### src/rtl/ctrl_pkg.sv
// Shared definitions for the multicycle controller: opcodes, FSM states,
// PC source encodings and the instruction class bundle from op_decode.
package ctrl_pkg;

    localparam logic [5:0] OP_ANDR = 6'b100000;
    localparam logic [5:0] OP_LW   = 6'b100011;
    localparam logic [5:0] OP_SW   = 6'b101011;
    localparam logic [5:0] OP_JR   = 6'b001000;
    localparam logic [5:0] OP_JAL  = 6'b000011;
    localparam logic [5:0] OP_NORR = 6'b100110;
    localparam logic [5:0] OP_NORI = 6'b001110;
    localparam logic [5:0] OP_NOTR = 6'b000100;
    localparam logic [5:0] OP_BLEU = 6'b010000;
    localparam logic [5:0] OP_ROLV = 6'b000000;
    localparam logic [5:0] OP_RORV = 6'b000010;

    localparam logic [1:0] PC_SRC_SEQ    = 2'd0;
    localparam logic [1:0] PC_SRC_BRANCH = 2'd1;
    localparam logic [1:0] PC_SRC_JUMP   = 2'd2;
    localparam logic [1:0] PC_SRC_RS     = 2'd3;

    typedef enum logic [2:0] {
        S_IDLE,
        S_FETCH,
        S_DECODE,
        S_EXEC,
        S_MEM,
        S_WB
    } state_t;

    // At most one flag is set; all clear means the opcode is illegal.
    typedef struct packed {
        logic rtype;
        logic nori;
        logic load;
        logic store;
        logic branch;
        logic jump_reg;
        logic jump_link;
    } op_class_t;

endpackage

### src/rtl/op_decode.sv
// Combinational opcode classifier: maps ir[31:26] onto one-hot class flags
// and raises illegal for any opcode outside the supported set.
module op_decode
    import ctrl_pkg::*;
(
    input  logic [5:0] opcode,
    output op_class_t  op_class,
    output logic       illegal
);

    // Classify the opcode; anything unlisted falls through to illegal.
    always_comb begin
        op_class = '0;
        illegal  = 1'b0;
        case (opcode)
            OP_ANDR, OP_NORR, OP_NOTR, OP_ROLV, OP_RORV: op_class.rtype     = 1'b1;
            OP_NORI:                                     op_class.nori      = 1'b1;
            OP_LW:                                       op_class.load      = 1'b1;
            OP_SW:                                       op_class.store     = 1'b1;
            OP_BLEU:                                     op_class.branch    = 1'b1;
            OP_JR:                                       op_class.jump_reg  = 1'b1;
            OP_JAL:                                      op_class.jump_link = 1'b1;
            default:                                     illegal            = 1'b1;
        endcase
    end

endmodule

### src/rtl/multicycle_control.sv
// Multicycle processor control unit: owns the instruction register, the
// sticky illegal-opcode flag and the IDLE/FETCH/DECODE/EXEC/MEM/WB sequencer.
// Control outputs are decoded from the current state and ir; the memory
// handshake and the branch flag qualify the few outputs that must react
// within the same cycle.
module multicycle_control
    import ctrl_pkg::*;
(
    input  logic        clk,
    input  logic        rst_n,
    input  logic [31:0] mem_rdata,
    input  logic        mem_ready,
    input  logic        alu_le,
    output logic        mem_req,
    output logic        mem_we,
    output logic        iord,
    output logic        ir_write,
    output logic        pc_write,
    output logic [1:0]  pc_src,
    output logic [4:0]  alu_ctrl,
    output logic        alu_src,
    output logic        reg_dst,
    output logic        mem_to_reg,
    output logic        link,
    output logic        reg_we,
    output logic [31:0] ir,
    output logic        instr_done,
    output logic        illegal_op
);

    state_t    state;
    op_class_t cls;
    logic      op_illegal;

    op_decode u_op_decode (
        .opcode   (ir[31:26]),
        .op_class (cls),
        .illegal  (op_illegal)
    );

    // Sequencer, instruction register and sticky illegal flag.
    always_ff @(posedge clk or negedge rst_n) begin
        if (!rst_n) begin
            state      <= S_IDLE;
            ir         <= '0;
            illegal_op <= 1'b0;
        end else begin
            case (state)
                S_IDLE: begin
                    state <= S_FETCH;
                end
                S_FETCH: begin
                    if (mem_ready) begin
                        ir    <= mem_rdata;
                        state <= S_DECODE;
                    end
                end
                S_DECODE: begin
                    if (op_illegal) begin
                        illegal_op <= 1'b1;
                        state      <= S_FETCH;
                    end else begin
                        state <= S_EXEC;
                    end
                end
                S_EXEC: begin
                    if (cls.rtype || cls.nori) begin
                        state <= S_WB;
                    end else if (cls.load || cls.store) begin
                        state <= S_MEM;
                    end else begin
                        state <= S_FETCH;
                    end
                end
                S_MEM: begin
                    if (mem_ready) begin
                        state <= cls.load ? S_WB : S_FETCH;
                    end
                end
                S_WB: begin
                    state <= S_FETCH;
                end
                default: begin
                    state <= S_IDLE;
                end
            endcase
        end
    end

    // Control decode; ir is zero whenever the sequencer sits in IDLE, so alu_ctrl is too.
    always_comb begin
        mem_req    = 1'b0;
        mem_we     = 1'b0;
        iord       = 1'b0;
        ir_write   = 1'b0;
        pc_write   = 1'b0;
        pc_src     = PC_SRC_SEQ;
        alu_ctrl   = ir[31:27];
        alu_src    = 1'b0;
        reg_dst    = 1'b0;
        mem_to_reg = 1'b0;
        link       = 1'b0;
        reg_we     = 1'b0;
        instr_done = 1'b0;
        case (state)
            S_FETCH: begin
                mem_req = 1'b1;
                if (mem_ready) begin
                    ir_write = 1'b1;
                    pc_write = 1'b1;
                    pc_src   = PC_SRC_SEQ;
                end
            end
            S_DECODE: begin
                instr_done = op_illegal;
            end
            S_EXEC: begin
                if (cls.nori || cls.load || cls.store) begin
                    alu_src = 1'b1;
                end
                if (cls.branch) begin
                    pc_write   = alu_le;
                    pc_src     = PC_SRC_BRANCH;
                    instr_done = 1'b1;
                end
                if (cls.jump_reg) begin
                    pc_write   = 1'b1;
                    pc_src     = PC_SRC_RS;
                    instr_done = 1'b1;
                end
                if (cls.jump_link) begin
                    pc_write   = 1'b1;
                    pc_src     = PC_SRC_JUMP;
                    reg_we     = 1'b1;
                    link       = 1'b1;
                    instr_done = 1'b1;
                end
            end
            S_MEM: begin
                mem_req = 1'b1;
                iord    = 1'b1;
                mem_we  = cls.store;
                if (cls.store && mem_ready) begin
                    instr_done = 1'b1;
                end
            end
            S_WB: begin
                reg_we     = 1'b1;
                instr_done = 1'b1;
                reg_dst    = cls.rtype;
                mem_to_reg = cls.load;
            end
            default: begin
                alu_ctrl = '0;
            end
        endcase
    end

endmodule

### config.mk
export PLATFORM = sky130hd
export DESIGN_NAME = multicycle_control
export DESIGN_NICKNAME = d
export VERILOG_FILES = /design/src/rtl/ctrl_pkg.sv /design/src/rtl/op_decode.sv /design/src/rtl/multicycle_control.sv
export SDC_FILE = /design/constraint.sdc
export NUM_CORES = 1
export LEC_CHECK = 0
export ABC_AREA = 1
export ABC_CLOCK_PERIOD_IN_PS = 1600
export CAP_MARGIN = 25
export CORE_MARGIN = 5
export CORE_UTILIZATION = 40
export CTS_CLUSTER_SIZE = 8
export DETAILED_ROUTE_END_ITERATION = 16
export HOLD_SLACK_MARGIN = 0.1
export PLACE_DENSITY = 0.89
export SYNTH_ARGS = -nofsm -noshare
export SYNTH_HDL_FRONTEND = slang
export SYNTH_SLANG_ARGS = --single-unit
### constraint.sdc
create_clock -name clk -period 1.6 [get_ports clk]
set_input_delay 0.32 -clock clk [delete_from_list [all_inputs] [get_ports clk]]
set_output_delay 0.32 -clock clk [all_outputs]
set_load 0.02 [all_outputs]
# Word level (Yosys, flattened, before mapping)
# Cells that the tools add are included.
# word_totals
regBits,36
inputBits,36
output_inout_bits,51
wordCells,77
# op_classes
eq_ne,17
n_mux,41
n_bitwise,1
reduce_logical,15
# op_table
operator,n
$mux 1,27
$eq 6x6->1 const B,4
$mux 3,5
$pmux 3 s5,1
$eq 6x2->1 const B,2
$eq 6x4->1 const B,2
$reduce_or 11->1,1
$reduce_or 5->1,2
$mux 2,4
$eq 3x2->1 const B,2
$eq 3x3->1 const B,2
$eq 6x3->1 const B,1
$eq 6x5->1 const B,1
$logic_not 6->1,1
$reduce_and 2->1,3
$mux 5,1
$logic_or 1x1->1,4
$ne 2x2->1 const B,2
$pmux 1 s2,2
$pmux 1 s4,1
$reduce_or 2->1,2
$eq 3x1->1 const B,1
$logic_not 3->1,1
$logic_and 1x1->1,1
$not 1->1,1

# Longest topological paths before layout
# logic_depth
ltp_word,6
mapped_depth,10

# By module
# A second synthesis with hierarchy kept.
# unflattened
hier_cells,260
hier_area_um2,1876.8
# modules_own_cells
mod,instances,cells_each,area_each_um2,seq_area_each_um2
multicycle_control,1,221,1689.1,900.9
op_decode,1,39,187.7,0.0

# Worst setup path before layout
# OpenSTA, ideal clock, no wires.
# synth_path
kind,reg-to-output
startpoint,register ir[28]
endpoint,output pc_write
arrival_ns,1.560
required_ns,1.280
setup_slack_ns,-0.280
stages_incl_launch_ff,5
n_path_buf,0
cell_sequence,dfrtp_1 nor2_1 nand3_1 a21oi_1 nand3b_1
# synth_between
elab_chain_len,6
elab_cells_between_ends,10
cone_classes,eq/ne (3); mux (7)
# synth_lines
element,line,source
start: declaration,multicycle_control.sv:26,"output logic [31:0] ir,"
start signal: assignment,multicycle_control.sv:54,ir <= mem_rdata;
$eq 6x5->1,op_decode.sv:15,case (opcode)
$mux 1,op_decode.sv:15,
$mux 1,multicycle_control.sv:121,if (cls.branch) begin
$mux 1,multicycle_control.sv:126,if (cls.jump_reg) begin
$mux 1 (*),multicycle_control.sv:131,if (cls.jump_link) begin
$pmux 1 s2 (*),multicycle_control.sv:105,case (state)
end: declaration,multicycle_control.sv:18,"output logic pc_write,"
# Every way passes the cells marked *; elsewhere a longest branch is shown, timed or not.

# Worst setup path after layout
# layout_path
startpoint,register ir[31]
endpoint,output instr_done
# layout_between
elab_chain_len,6
elab_cells_between_ends,23
cone_classes,eq/ne (10); mux (10); reduce/logical (3)
# layout_lines
element,line,source
$eq 6x5->1,op_decode.sv:15,
$mux 1,op_decode.sv:15,
$mux 1,multicycle_control.sv:121,
$mux 1,multicycle_control.sv:126,
$mux 1,multicycle_control.sv:131,
$pmux 1 s4 (*),multicycle_control.sv:105,
end: declaration,multicycle_control.sv:27,"output logic instr_done,"
# Marked as above.

==> results.tsv <==
metric	value	unit
Worst Path Buf+Inv	2	
commonest non-fill, non-tap cell in the layout	nand2_1	
# setup viols final	21	
fin. max-slew vios	0	
register area share after synthesis	52.82	%
CTS H-tree depth	2	
Cell Chain, Critical Path	buf_12 > nor2_4 > nand3_2 > nand2_2 > nor2_4 > nand3_2 > nand4_1 > buf_4	
io pins	87	
share of layout cells above drive strength 1	41.22	%
relative slew slack	68.21	%
Port Buffers	86	
Peak VDD IR	0.001155	V
kind of critical path	reg2out	
synth warn	0	
grt total ovfl	0	
# clock sinks	36	
per-cell routed wire length	18.55	um
Post-DP Area	2889	um^2
Post-Syn Area	1705	um^2
peak fanout along the critical path	4	
fin crit share	132.5	%
DR vias	2252	
slowest CP cell	dfrtp_2	
Final min period	2.119	ns
Core ar.	4058	um^2
syn_area_per_cell	7.447	um^2
Die Ht	75.30	um
outcome	finished, violations left	
fillers	177	
nets	411	
RSZ-0062 raised after global routing	yes	
MaxCap Viol Count	0	
CTS root buf	clkbuf_8	
DRT Pass-1 Iters	4	
CP peak stage delay	0.45	ns
cell row count	23	
initial antenna violation count	0	
Layout Utilization	88.81	%
P_leak	0.002072	uW
first-pass GRT wire length	9.101	mm
CP arrival	1.80	ns
Syn Nets	265	
Total Power Consumption	7581	uW
Slew @ Worst Pin	0.4769	ns
post-route cell area	3603	um^2
Synth Register Bits	36	
clock latency on the worst-skew pair	0.29	ns
Clock Path Buffers	2	
die width	75.30	um
TritonCTS clock tree	built	
crit-path leading delay family	simple AND/OR/NAND/NOR gates	
hold crit path type	reg2reg	
final hold vios	0	
post-route DRC violation count	0	
commonest non-fill, non-tap cells in the layout	97 x nand2_1, 42 x buf_4, 37 x clkdlybuf4s50_1	
CP required	1.28	ns
vias in the first global route	2020	
clock slew at reported path FFs	0.07	ns
Placed Cells	390	
setup TNS	-5.853	ns
Crit. End Element	primary output	
GRT Total Usage	21.31	%
Layout Cells excl Fill	426	
antenna cells	0	
CP Launch Type	register	
vias per inst	5.286	
violations in the final reports	setup timing	
antenna viol nets, final	0	
clk_skew	0.009458	ns
GPL Wtd Cong	0.8098	
Die ar.	5669	um^2
largest net degree at the start of global routing	37	
Initial Utilization	42.03	%
DR iter-0 viols	260	
Pwr Density	2104	nW/um^2
WL final	7.902	mm
Yosys cell types	16	
Setup WS post-layout	-0.5195	ns
layout overhead on the synthesized area	111.3	%
Max Fclk	471.8	MHz
Mapped Cells	229	
clock buffer count from CTS	5	
dpl hpwl	3.854	mm
## cells by family after synthesis
kind of cell,count (synthesis),share of synthesized area (%)
AO/OA/AOI/OAI,11,3.375
buffers and inverters,33,8.804
flip-flops,36,52.82
AND/OR/NAND/NOR,149,35.00
## where the power goes
group          leakage, uW  internal (uW)  switching [uW]
Clock            0.0000645            550             336
Combinational      0.00157           2290            2630
Sequential        0.000434           1350             419
Total              0.00207           4190            3390
## sequential cells by signal, indices dropped and copies added, names as in the netlist
signal / count
ir: 32
state: 3
illegal_op: 1
## tightest hold or removal path, cell delays in order, from the launching register on
cell     delay, ns
dfrtp_1       0.34
nand2_1       0.05
nand2_1       0.05
## routing by layer
metal	up-vias	part of all wire (%)	track usage (%)
met5	-	0	0
met4	0	5.5	8.738
met3	54	11	7.388
met2	163	51	38.83
met1	1054	33	22.20
li1	981	-	-
## cell usage after synthesis
library cell | count | area [um^2]
nand2_1 | 114 | 427.9
dfrtp_1 | 36 | 900.9
inv_1 | 24 | 90.09
nor2_1 | 16 | 60.06
nand3_1 | 13 | 65.06
o21ai_0 | 7 | 35.03
a21oi_1 | 3 | 15.01
buf_2 | 3 | 15.01
buf_6 | 3 | 33.78
inv_2 | 3 | 11.26
nand4_1 | 2 | 12.51
a22oi_1 | 1 | 7.510
and3_1 | 1 | 6.260
nand3b_1 | 1 | 7.510
nor2_2 | 1 | 6.260
nor2_4 | 1 | 11.26
## repair_timing
action	CTS	global route
gates cloned	0	0
hold endpoints to repair	36	0
setup endpoints to repair	25	56
pin swaps	11	23
gates resized for setup	129	100
buffers inserted	14	15
hold buffers	1	0
## cell type report
| cell class | count | area, um^2 | area share (%) |
|---|---|---|---|
| clock inverter | 1 | 30.03 | 0.8333 |
| timing repair buffer | 145 | 1480 | 41.08 |
| tap | 50 | 62.56 | 1.736 |
| inverter | 27 | 103.9 | 2.882 |
| clock buffer | 7 | 96.34 | 2.674 |
| multi-input combinational | 160 | 919.6 | 25.52 |
| sequential | 36 | 910.9 | 25.28 |
## worst paths after layout
kind	cells past startpoint	startpoint	to	slack, ns
max	8	ir[31]$_DFFE_PN0P_	instr_done	-0.52
min	2	ir[16]$_DFFE_PN0P_	ir[16]$_DFFE_PN0P_	0.47
max reg2reg	14	ir[29]$_DFFE_PN0P_	illegal_op$_DFFE_PN0P_	-0.43
min reg2reg	2	ir[16]$_DFFE_PN0P_	ir[16]$_DFFE_PN0P_	0.47
max in group asynchronous	3	rst_n	ir[28]$_DFFE_PN0P_	0.62
min in group asynchronous	3	rst_n	state[0]$_DFFE_PN0P_	0.62
## through the flow
step / setup slack, ns / hold slack (ns)
floorplan: 0.005944 / 0.02441
global placement: -0.4977 / 0.3870
detailed placement: -0.5295 / 0.3920
CTS: -0.3950 / 0.4750
global route: -0.5671 / 0.4867
finish: -0.5195 / 0.4657
Note: power is estimated with default switching activity, not from simulation.
